**src/rtl/fpu_ctrl_pkg.sv**
```systemverilog
// rtl/fpu_ctrl_pkg.sv - shared opcodes, flag indices, requester ids and FSM states
package fpu_ctrl_pkg;

   // FPU operation codes
   localparam logic [2:0] OP_ADD  = 3'd0;
   localparam logic [2:0] OP_SUB  = 3'd1;
   localparam logic [2:0] OP_MUL  = 3'd2;
   localparam logic [2:0] OP_DIV  = 3'd3;
   localparam logic [2:0] OP_SQRT = 3'd4;
   localparam logic [2:0] OP_CMP  = 3'd5;

   // bit positions inside the exception flag vector
   localparam int FLAG_NV = 4;
   localparam int FLAG_DZ = 3;
   localparam int FLAG_OF = 2;
   localparam int FLAG_UF = 1;
   localparam int FLAG_NX = 0;

   // requester ids: 0 = Wishbone command path, 1 = logic-analyzer path
   localparam logic REQ_ID0 = 1'b0;
   localparam logic REQ_ID1 = 1'b1;

   typedef enum logic [1:0] {
      ST_IDLE  = 2'd0,
      ST_ISSUE = 2'd1,
      ST_WAIT  = 2'd2,
      ST_RESP  = 2'd3
   } state_t;

endpackage

```
**src/rtl/fpu_op_arbiter_rr_arbiter2.sv**
```systemverilog
// rtl/fpu_op_arbiter_rr_arbiter2.sv - two-way round-robin grant, purely combinational
module rr_arbiter2
   import fpu_ctrl_pkg::*;
(
   input  logic i_valid0,
   input  logic i_valid1,
   input  logic i_last_grant,
   output logic o_gnt_valid,
   output logic o_gnt_id
);

   assign o_gnt_valid = i_valid0 | i_valid1;

   // a lone requester always wins; on a tie the one not served last wins
   assign o_gnt_id = (i_valid0 && i_valid1)
                   ? ((i_last_grant == REQ_ID0) ? REQ_ID1 : REQ_ID0)
                   : (i_valid1 ? REQ_ID1 : REQ_ID0);

endmodule

```
**src/rtl/fpu_op_arbiter.sv**
```systemverilog
// rtl/fpu_op_arbiter.sv - schedules one shared FPU datapath between two requesters
module fpu_op_arbiter
   import fpu_ctrl_pkg::*;
#(
   parameter int DATA_W      = 32,
   parameter int OP_W        = 3,
   parameter int FLAG_W      = 5,
   parameter int TIMEOUT_CYC = 64
) (
   input  logic              wb_clk_i,
   input  logic              wb_rst_i,
   input  logic              req0_valid,
   output logic              req0_ready,
   input  logic [OP_W-1:0]   req0_op,
   input  logic [DATA_W-1:0] req0_a,
   input  logic [DATA_W-1:0] req0_b,
   output logic              rsp0_valid,
   output logic [DATA_W-1:0] rsp0_result,
   output logic [FLAG_W-1:0] rsp0_flags,
   output logic              rsp0_timeout,
   input  logic              req1_valid,
   output logic              req1_ready,
   input  logic [OP_W-1:0]   req1_op,
   input  logic [DATA_W-1:0] req1_a,
   input  logic [DATA_W-1:0] req1_b,
   output logic              rsp1_valid,
   output logic [DATA_W-1:0] rsp1_result,
   output logic [FLAG_W-1:0] rsp1_flags,
   output logic              rsp1_timeout,
   output logic              fpu_start,
   output logic [OP_W-1:0]   fpu_op,
   output logic [DATA_W-1:0] fpu_a,
   output logic [DATA_W-1:0] fpu_b,
   input  logic              fpu_done,
   input  logic [DATA_W-1:0] fpu_result,
   input  logic [FLAG_W-1:0] fpu_flags,
   output logic              busy
);

   localparam int CNT_W = (TIMEOUT_CYC > 2) ? $clog2(TIMEOUT_CYC) : 1;
   localparam logic [CNT_W-1:0] CNT_LAST = CNT_W'(TIMEOUT_CYC - 1);

   state_t            r_state;
   state_t            w_state_nxt;
   logic              r_last_grant;
   logic              r_owner;
   logic [CNT_W-1:0]  r_cnt;
   logic              r_fpu_start;
   logic [OP_W-1:0]   r_fpu_op;
   logic [DATA_W-1:0] r_fpu_a;
   logic [DATA_W-1:0] r_fpu_b;
   logic              r_rsp0_valid;
   logic [DATA_W-1:0] r_rsp0_result;
   logic [FLAG_W-1:0] r_rsp0_flags;
   logic              r_rsp0_timeout;
   logic              r_rsp1_valid;
   logic [DATA_W-1:0] r_rsp1_result;
   logic [FLAG_W-1:0] r_rsp1_flags;
   logic              r_rsp1_timeout;

   logic              w_gnt_valid;
   logic              w_gnt_id;
   logic              w_hs;
   logic              w_cnt_last;
   logic              w_finish;
   logic [OP_W-1:0]   w_sel_op;
   logic [DATA_W-1:0] w_sel_a;
   logic [DATA_W-1:0] w_sel_b;
   logic [DATA_W-1:0] w_res;
   logic [FLAG_W-1:0] w_flags;
   logic              w_to;

   rr_arbiter2 u_rr (
      .i_valid0    (req0_valid),
      .i_valid1    (req1_valid),
      .i_last_grant(r_last_grant),
      .o_gnt_valid (w_gnt_valid),
      .o_gnt_id    (w_gnt_id)
   );

   // a handshake happens whenever we are idle and somebody is asking
   assign w_hs       = (r_state == ST_IDLE) && w_gnt_valid;
   assign req0_ready = w_hs && (w_gnt_id == REQ_ID0);
   assign req1_ready = w_hs && (w_gnt_id == REQ_ID1);

   assign w_sel_op = (w_gnt_id == REQ_ID1) ? req1_op : req0_op;
   assign w_sel_a  = (w_gnt_id == REQ_ID1) ? req1_a  : req0_a;
   assign w_sel_b  = (w_gnt_id == REQ_ID1) ? req1_b  : req0_b;

   assign w_cnt_last = (r_cnt == CNT_LAST);
   assign w_finish   = (r_state == ST_WAIT) && (fpu_done || w_cnt_last);

   // done beats the timeout limit when both land on the same cycle
   assign w_res   = fpu_done ? fpu_result : '0;
   assign w_flags = fpu_done ? fpu_flags : '0;
   assign w_to    = ~fpu_done;

   assign busy         = (r_state != ST_IDLE);
   assign fpu_start    = r_fpu_start;
   assign fpu_op       = r_fpu_op;
   assign fpu_a        = r_fpu_a;
   assign fpu_b        = r_fpu_b;
   assign rsp0_valid   = r_rsp0_valid;
   assign rsp0_result  = r_rsp0_result;
   assign rsp0_flags   = r_rsp0_flags;
   assign rsp0_timeout = r_rsp0_timeout;
   assign rsp1_valid   = r_rsp1_valid;
   assign rsp1_result  = r_rsp1_result;
   assign rsp1_flags   = r_rsp1_flags;
   assign rsp1_timeout = r_rsp1_timeout;

   // FSM state register
   always_ff @(posedge wb_clk_i) begin
      if (wb_rst_i) r_state <= ST_IDLE;
      else          r_state <= w_state_nxt;
   end

   // FSM next-state: IDLE -> ISSUE -> WAIT (until done/timeout) -> RESP -> IDLE
   always_comb begin
      w_state_nxt = r_state;
      case (r_state)
         ST_IDLE:  if (w_gnt_valid) w_state_nxt = ST_ISSUE;
         ST_ISSUE: w_state_nxt = ST_WAIT;
         ST_WAIT:  if (w_finish) w_state_nxt = ST_RESP;
         ST_RESP:  w_state_nxt = ST_IDLE;
         default:  w_state_nxt = ST_IDLE;
      endcase
   end

   // operand latch, issue pulse, timeout counter and per-requester response registers
   always_ff @(posedge wb_clk_i) begin
      if (wb_rst_i) begin
         r_last_grant   <= REQ_ID1;
         r_owner        <= REQ_ID0;
         r_cnt          <= '0;
         r_fpu_start    <= 1'b0;
         r_fpu_op       <= '0;
         r_fpu_a        <= '0;
         r_fpu_b        <= '0;
         r_rsp0_valid   <= 1'b0;
         r_rsp0_result  <= '0;
         r_rsp0_flags   <= '0;
         r_rsp0_timeout <= 1'b0;
         r_rsp1_valid   <= 1'b0;
         r_rsp1_result  <= '0;
         r_rsp1_flags   <= '0;
         r_rsp1_timeout <= 1'b0;
      end else begin
         r_fpu_start  <= w_hs;
         r_rsp0_valid <= 1'b0;
         r_rsp1_valid <= 1'b0;
         if (w_hs) begin
            r_fpu_op <= w_sel_op;
            r_fpu_a  <= w_sel_a;
            r_fpu_b  <= w_sel_b;
            r_owner  <= w_gnt_id;
         end
         if (r_state == ST_ISSUE) begin
            r_cnt <= '0;
         end else if ((r_state == ST_WAIT) && !w_finish) begin
            r_cnt <= r_cnt + CNT_W'(1);
         end
         if (w_finish) begin
            if (r_owner == REQ_ID0) begin
               r_rsp0_valid   <= 1'b1;
               r_rsp0_result  <= w_res;
               r_rsp0_flags   <= w_flags;
               r_rsp0_timeout <= w_to;
            end else begin
               r_rsp1_valid   <= 1'b1;
               r_rsp1_result  <= w_res;
               r_rsp1_flags   <= w_flags;
               r_rsp1_timeout <= w_to;
            end
         end
         if (r_state == ST_RESP) r_last_grant <= r_owner;
      end
   end

endmodule

```
**config.mk**
```make
export PLATFORM = sky130hd
export DESIGN_NAME = fpu_op_arbiter
export DESIGN_NICKNAME = d
export VERILOG_FILES = /design/src/rtl/fpu_ctrl_pkg.sv /design/src/rtl/fpu_op_arbiter_rr_arbiter2.sv /design/src/rtl/fpu_op_arbiter.sv
export SDC_FILE = /design/constraint.sdc
export NUM_CORES = 1
export LEC_CHECK = 0
export ABC_AREA = 1
export BUFFER_PORTS_ARGS = -buffer_cell sky130_fd_sc_hd__buf_2
export CORE_ASPECT_RATIO = 1.75
export CORE_MARGIN = 5
export CORE_UTILIZATION = 30
export DETAILED_ROUTE_END_ITERATION = 16
export PLACE_DENSITY = 0.57
export SETUP_SLACK_MARGIN = 0.02
export SLEW_MARGIN = 20
export SYNTH_ARGS = -nofsm -noshare
export SYNTH_HDL_FRONTEND = slang
export SYNTH_SLANG_ARGS = --single-unit
```
**constraint.sdc**
```tcl
create_clock -name wb_clk_i -period 3.3 [get_ports wb_clk_i]
set_input_delay 0.165 -clock wb_clk_i [delete_from_list [all_inputs] [get_ports wb_clk_i]]
set_output_delay 0.165 -clock wb_clk_i [all_outputs]
set_load 0.1 [all_outputs]
```
==> impl_metrics.yaml, run 1 <==
run_status:
  status: "complete, no violations"
layout:
  area_growth_pct: 54.4
  fin_nets: 1641
  layout-drive-gt1-share_pct: 25.4
  final_core_util_pct: 46.8
  instances_no_fill: 1773
timing:
  tightest_slew_ps: 854
  setup_viol: 0
  hold_viol_final: 0
  finalMaxSlewViolations: 0
  hold-worst-slack_ps: 31.7
  fin_worst_skew_ps: 6.48
  setup_tns_ps: 0
  slew_headroom_pct: 43.0
  rsz0062_at_grt: "no"
  fmax_ghz: 0.369
  finalCritPeriodShare_pct: 82.1
  fin_crit_ps: 2710
grt:
  antenna_found_initial: 1
  grt_pass1_wl_um: 39900
  grt_overflow: 0
  track_usage_pct: 18.7
  grt_pass1_vias: 8104
  grt_max_degree: 79
pwr:
  internal_power_uw: 4470
  p_sw_share_pct: 50.8
  p_switching_uw: 4620
  power_frac_clock_pct: 22.3
  ir_worst_vdd_mv: 0.641
  sequentialPowerShare_pct: 26.6
  power.total_uw: 9090
  power_frac_comb_pct: 51.1
  leakagePower_uw: 0.00562
  p_per_area_mw_per_mm2: 857
placement:
  post-place-cells: 1613
  place.gp.congestion: 0.808
  hpwlAfterDp_um: 16300
  portBuffers: 324
detailed_routing:
  ant_nets: 0
  drt_first_pass_iters: 4
  dr.first_iter.drc_count: 431
  wire_per_inst_um: 14.0
  vias: 7869
  wirelength_um: 24800
  vias_per_cell: 4.44
  drcViolationCount: 0
hold_path:
  holdPathEnd: "fpu_b[22]"
  hold_path_depth: 3
  hold_start: "req0_b[22]"
  min-delay-path-class: "input pin to flop"
setup_path:
  cp.arrival_ps: 3090
  r2r-start: "r_state[0]"
  start_kind: "flop"
  r2r_cells: 8
  ff2ff_setup_slack_ps: 590
  r2r_end: "fpu_b[2]"
  cp.required_ps: 3680
  endpoint_kind: "flop"
  path_class: "flop to flop"
  cp_max_fo: 32
synth:
  ys_top_cells_by_count: "nand2_1 (411), dfxtp_1 (156), inv_1 (147)"
  synth_area_leader_cell: "dfxtp_1"
  yosysMostFrequentCell: "nand2_1"
  avgSynthCellArea_um2: 6.60
  synth_area_leaders: "dfxtp_1 (45%), nand2_1 (22%), inv_1 (8.0%)"
  ys_seq_area_share_pct: 45.5
  ys.flop_type: "dfxtp_1"
  synth_cells: 1040
  yosys_warnings: 0
  synth_edf_count: 0
  ys_ff_latch: 156
  syn_nets: 1221
  synth_area_mm2: 0.00687
  synthArstFlopShare_pct: 0
  synthDistinctLibCells: 22
  yosys.area.top_type_share_pct: 45.5
cts:
  clockBufferDepth: 2
  post_cts_buffers: 0
  cts.clk_slew.worst_paths_ps: 60
  cts_tree: "done"
  clkSinkCount: 156
  clkLatencyLatePin_ps: 430
  htree_levels: 4
  cts_buffers: 17
  clockRootBuffer: "clkbuf_16"
floorplanning:
  dieArea_mm2: 0.0261
  ioPinCount: 325
  chipHeight_um: 210
  coreArea_mm2: 0.0227
  die_w_um: 124
  initial_core_util_pct: 30.3
  std_cell_rows: 73
flow_run:
  maxCapViolCount: 0
[how the worst max path moves through the flow]
stage / startpoint / to / slack [ps] / cells past startpoint
floorplan: r_state[0] / fpu_b[23] / 560 / 7
global route: r_state[1] / fpu_b[2] / 400 / 8
global placement: r_state[0] / fpu_a[29] / 1240 / 7
detailed placement: r_state[0] / fpu_b[26] / 1160 / 7
CTS: r_state[0] / fpu_b[3] / 620 / 8
finish: r_state[0] / fpu_b[2] / 590 / 8
[layout by cell type, fill, tap and decap left out]
cell / Yosys / final
nand2_1: 411 / 411
buf_2: 13 / 324
dfxtp_1: 156 / 156
inv_1: 147 / 147
dlygate4sd3_1: 0 / 128
nor2_1: 118 / 116
a31oi_1: 67 / 67
nand4_1: 41 / 41
clkbuf_16: 0 / 17
buf_4: 2 / 15
a21oi_1: 12 / 12
nand3_1: 5 / 5
ha_1: 5 / 5
clkbuf_8: 0 / 4
o21ai_0: 3 / 3
clkinv_2: 0 / 3
bufinv_16: 0 / 3
diode_2: 0 / 2
nor2_4: 0 / 2
nand3_2: 2 / 2
xor2_1: 2 / 2
clkbuf_1: 45 / 2
o21ai_4: 0 / 1
o21bai_4: 1 / 1
inv_2: 0 / 1
xnor2_1: 1 / 1
nand3b_1: 1 / 1
clkinvlp_4: 0 / 1
[sequential cells by signal, indices dropped and copies added (netlist names), 2 cells and up]
name and count:
rsp0_flags 5, r_state 2, rsp0_result 32, rsp1_flags 5, rsp1_result 32, r_cnt 6
fpu_op 3, fpu_a 32, fpu_b 32
[final cells by class]
type | instances | area (µm²)
antenna | 2 | 5.00
tap | 300 | 375
sequential | 156 | 3120
multi-input combinational | 670 | 2930
clock buffer | 23 | 488
timing repair buffer | 467 | 3020
fill | 2366 | 12000
clock inverter | 7 | 113
inverter | 148 | 556
[power by group through the flow]
stage,Clock (µW),Sequential [µW],Combinational (µW)
5_1_grt,2150,2450,4920
3_5_place_dp,0,2440,4320
4_1_cts,2090,2410,4640
6_report,2030,2420,4640
3_3_place_gp,0,2440,4310
2_1_floorplan,0,4720,1220
[routing by layer]
metal / vias to the layer above / routed length [µm] / track usage [%]
li1: 4019 / - / -
met1: 3522 / 9380 / 19.2
met2: 275 / 13000 / 34.7
met3: 53 / 1290 / 4.39
met4: 0 / 1100 / 10.6
met5: - / 0 / 0
[cells by family after synthesis]
logic type / after synthesis / synth area share [%]
xor gates and xnor gates: 3 / 0.383
adders and majority gates: 5 / 0.911
buffers and inverters: 214 / 12.3
AOI/OAI and AO/OA: 84 / 7.54
and+or+nand+nor: 578 / 33.4
DFF: 156 / 45.5
[critical path, stage by stage, from the launching register on]
cell and delay, ps:
dfxtp_1 330, inv_1 100, ha_1 270, o21ai_4 100, nor2_4 540, buf_4 450
nand2_1 120, a31oi_1 170, dlygate4sd3_1 570
[repair_timing]
action | CTS | global route
resized for setup | 0 | 0
hold endpoints to repair | 67 | 0
hold buffers | 128 | 0
[metrics by stage]
stage | setup WS (ps) | cell area [µm²]
final | 591 | 10600
after global placement | 1240 | 8720
after detailed placement | 1160 | 8720
after floorplan | 564 | 6870
after global routing | 403 | 10600
after CTS | 619 | 10600
Note: power is estimated with default switching activity, not from simulation.
==> run 2, diff against run 1 <==
--- a/config.mk
+++ b/config.mk
@@ -11,7 +11,7 @@
 export CORE_MARGIN = 5
 export CORE_UTILIZATION = 30
 export DETAILED_ROUTE_END_ITERATION = 16
-export PLACE_DENSITY = 0.57
+export PLACE_DENSITY = 0.59
 export SETUP_SLACK_MARGIN = 0.02
 export SLEW_MARGIN = 20
 export SYNTH_ARGS = -nofsm -noshare
==> constraint.sdc (replaced) <==
create_clock -name wb_clk_i -period 2.3 [get_ports wb_clk_i]
set_input_delay 0.115 -clock wb_clk_i [delete_from_list [all_inputs] [get_ports wb_clk_i]]
set_output_delay 0.115 -clock wb_clk_i [all_outputs]
set_load 0.1 [all_outputs]
==> impl_metrics.yaml, run 2 (synthesized netlist as in run 1, its figures left out) <==
timing:
  finalMaxSlewViolations: 0
  fin_crit_ps: 2140
  fin_worst_skew_ps: 14.7
  slew_headroom_pct: 39.9
  setup_tns_ps: 0
  hold_viol_final: 0
  rsz0062_at_grt: "no"
  setup_viol: 0
  tightest_slew_ps: 902
  fmax_ghz: 0.468
  finalCritPeriodShare_pct: 92.9
detailed_routing:
  wire_per_inst_um: 14.1
  vias_per_cell: 4.43
  vias: 7907
  dr.first_iter.drc_count: 486
  wirelength_um: 25100
  ant_nets: 0
  drcViolationCount: 0
  drt_first_pass_iters: 5
cts:
  cts_buffers: 17
  clockRootBuffer: "clkbuf_16"
  cts_tree: "done"
  htree_levels: 4
  clkSinkCount: 156
  clkLatencyLatePin_ps: 430
  clockBufferDepth: 2
  cts.clk_slew.worst_paths_ps: 70
setup_path:
  endpoint_kind: "flop"
  path_depth: 8
  start_kind: "flop"
  crit_slowest_cell: "dlygate4sd3_1"
  cp.arrival_ps: 2500
  cp_top_family: "buffers and inverters"
  slowest_delay_ps: 560
  r2r-start: "r_state[0]"
  cp.required_ps: 2670
  worstPathCellList: "inv_1, ha_4, clkinvlp_4, nor2_4, clkbuf_16, nand2_1, a31oi_1, dlygate4sd3_1"
  worst-path-buf-inv: 4
  r2r_cells: 8
  critPathLaunch: "r_state[0]"
  path_class: "flop to flop"
  ff2ff_setup_slack_ps: 160
  cp_max_fo: 34
  r2r_end: "fpu_a[3]"
  critPathCapture: "fpu_a[3]"
flow_run:
  maxCapViolCount: 0
hold_path:
  min-delay-path-class: "input pin to flop"
grt:
  grt_overflow: 0
  grt_pass1_vias: 7775
  grt_pass1_wl_um: 38900
  antenna_found_initial: 1
  grt_max_degree: 74
  track_usage_pct: 18.1
pwr:
  power.total_uw: 13300
  leakagePower_uw: 0.00567
  p_per_area_mw_per_mm2: 1220
  ir_worst_vdd_mv: 0.738
layout:
  fin_nets: 1652
  num_antenna_cells: 0
  mostFrequentLayoutCells: "nand2_1 (411), buf_2 (322), dfxtp_1 (156)"
  layout-drive-gt1-share_pct: 25.9
  nFillCells: 2262
  area_growth_pct: 58.4
  final_common_cell: "nand2_1"
placement:
  portBuffers: 324
  hpwlAfterDp_um: 16000
  place.gp.congestion: 0.787
floorplanning:
  die_w_um: 124
  initial_core_util_pct: 30.3
  ioPinCount: 325
  std_cell_rows: 73
  coreArea_mm2: 0.0227
  dieArea_mm2: 0.0261
  chipHeight_um: 210
run_status:
  status: "complete, no violations"
-- run 2: area by class of cell --
cell class	instances	area, µm²	share of cell area [%]
sequential	156	3120	28.7
clock inverter	13	163	1.50
clock buffer	19	453	4.16
multi-input combinational	670	2940	27.0
tap	300	375	3.45
inverter	148	559	5.14
timing repair buffer	478	3270	30.0
-- run 2: worst min-delay path by stage --
| stage | start | endpoint | slack [ps] | cells past startpoint |
|---|---|---|---|---|
| floorplan | req0_a[0] | fpu_a[0] | 270 | 2 |
| global placement | req0_a[1] | fpu_a[1] | 370 | 3 |
| detailed placement | req0_b[10] | fpu_b[10] | 390 | 3 |
| CTS | fpu_result[7] | rsp0_result[7] | 4 | 5 |
| global route | fpu_result[30] | rsp1_result[30] | 30 | 5 |
| finish | fpu_result[7] | rsp0_result[7] | 30 | 5 |
-- run 2: timing repair --
| item | 4_1_cts | 5_1_grt |
|---|---|---|
| gates resized for setup | 0 | 2 |
| setup buffers | 0 | 2 |
| hold endpoints to repair | 67 | 0 |
| endpoints found under the setup margin | 0 | 36 |
| hold buffers | 134 | 0 |
-- run 2: per-stage QoR --
stage / util, % / setup WS (ps) / hold slack [ps] / cell area, µm² / std cells
final: 48.0 / 162 / 30.2 / 10900 / 1784
after global routing: 48.0 / 62.9 / 28.7 / 10900 / 1784
after CTS: 47.6 / 30.6 / 4.37 / 10800 / 1780
after detailed placement: 39.0 / 524 / 386 / 8830 / 1614
after global placement: 39.0 / 576 / 373 / 8830 / 1614
after floorplan: - / 113 / 273 / 6880 / 1040
-- run 2: power by group --
group          switching [µW]  internal (µW)  leakage [µW]  total (µW)
logic                    5310           1550       0.00410        6860
clock network            1190           1770      0.000296        2960
registers                 264           3190       0.00127        3460
-- run 2: tightest hold or removal path, delay by kind of cell --
family	cells	cell delay, ps
simple gates	3	160
buf+inv	2	140
-- run 2: routing by layer --
| metal | track usage, % | part of all wire, % |
|---|---|---|
| met5 | 0 | 0.052 |
| met4 | 9.00 | 4.0 |
| met3 | 4.92 | 6.1 |
| met2 | 33.2 | 52 |
| met1 | 19.0 | 37 |
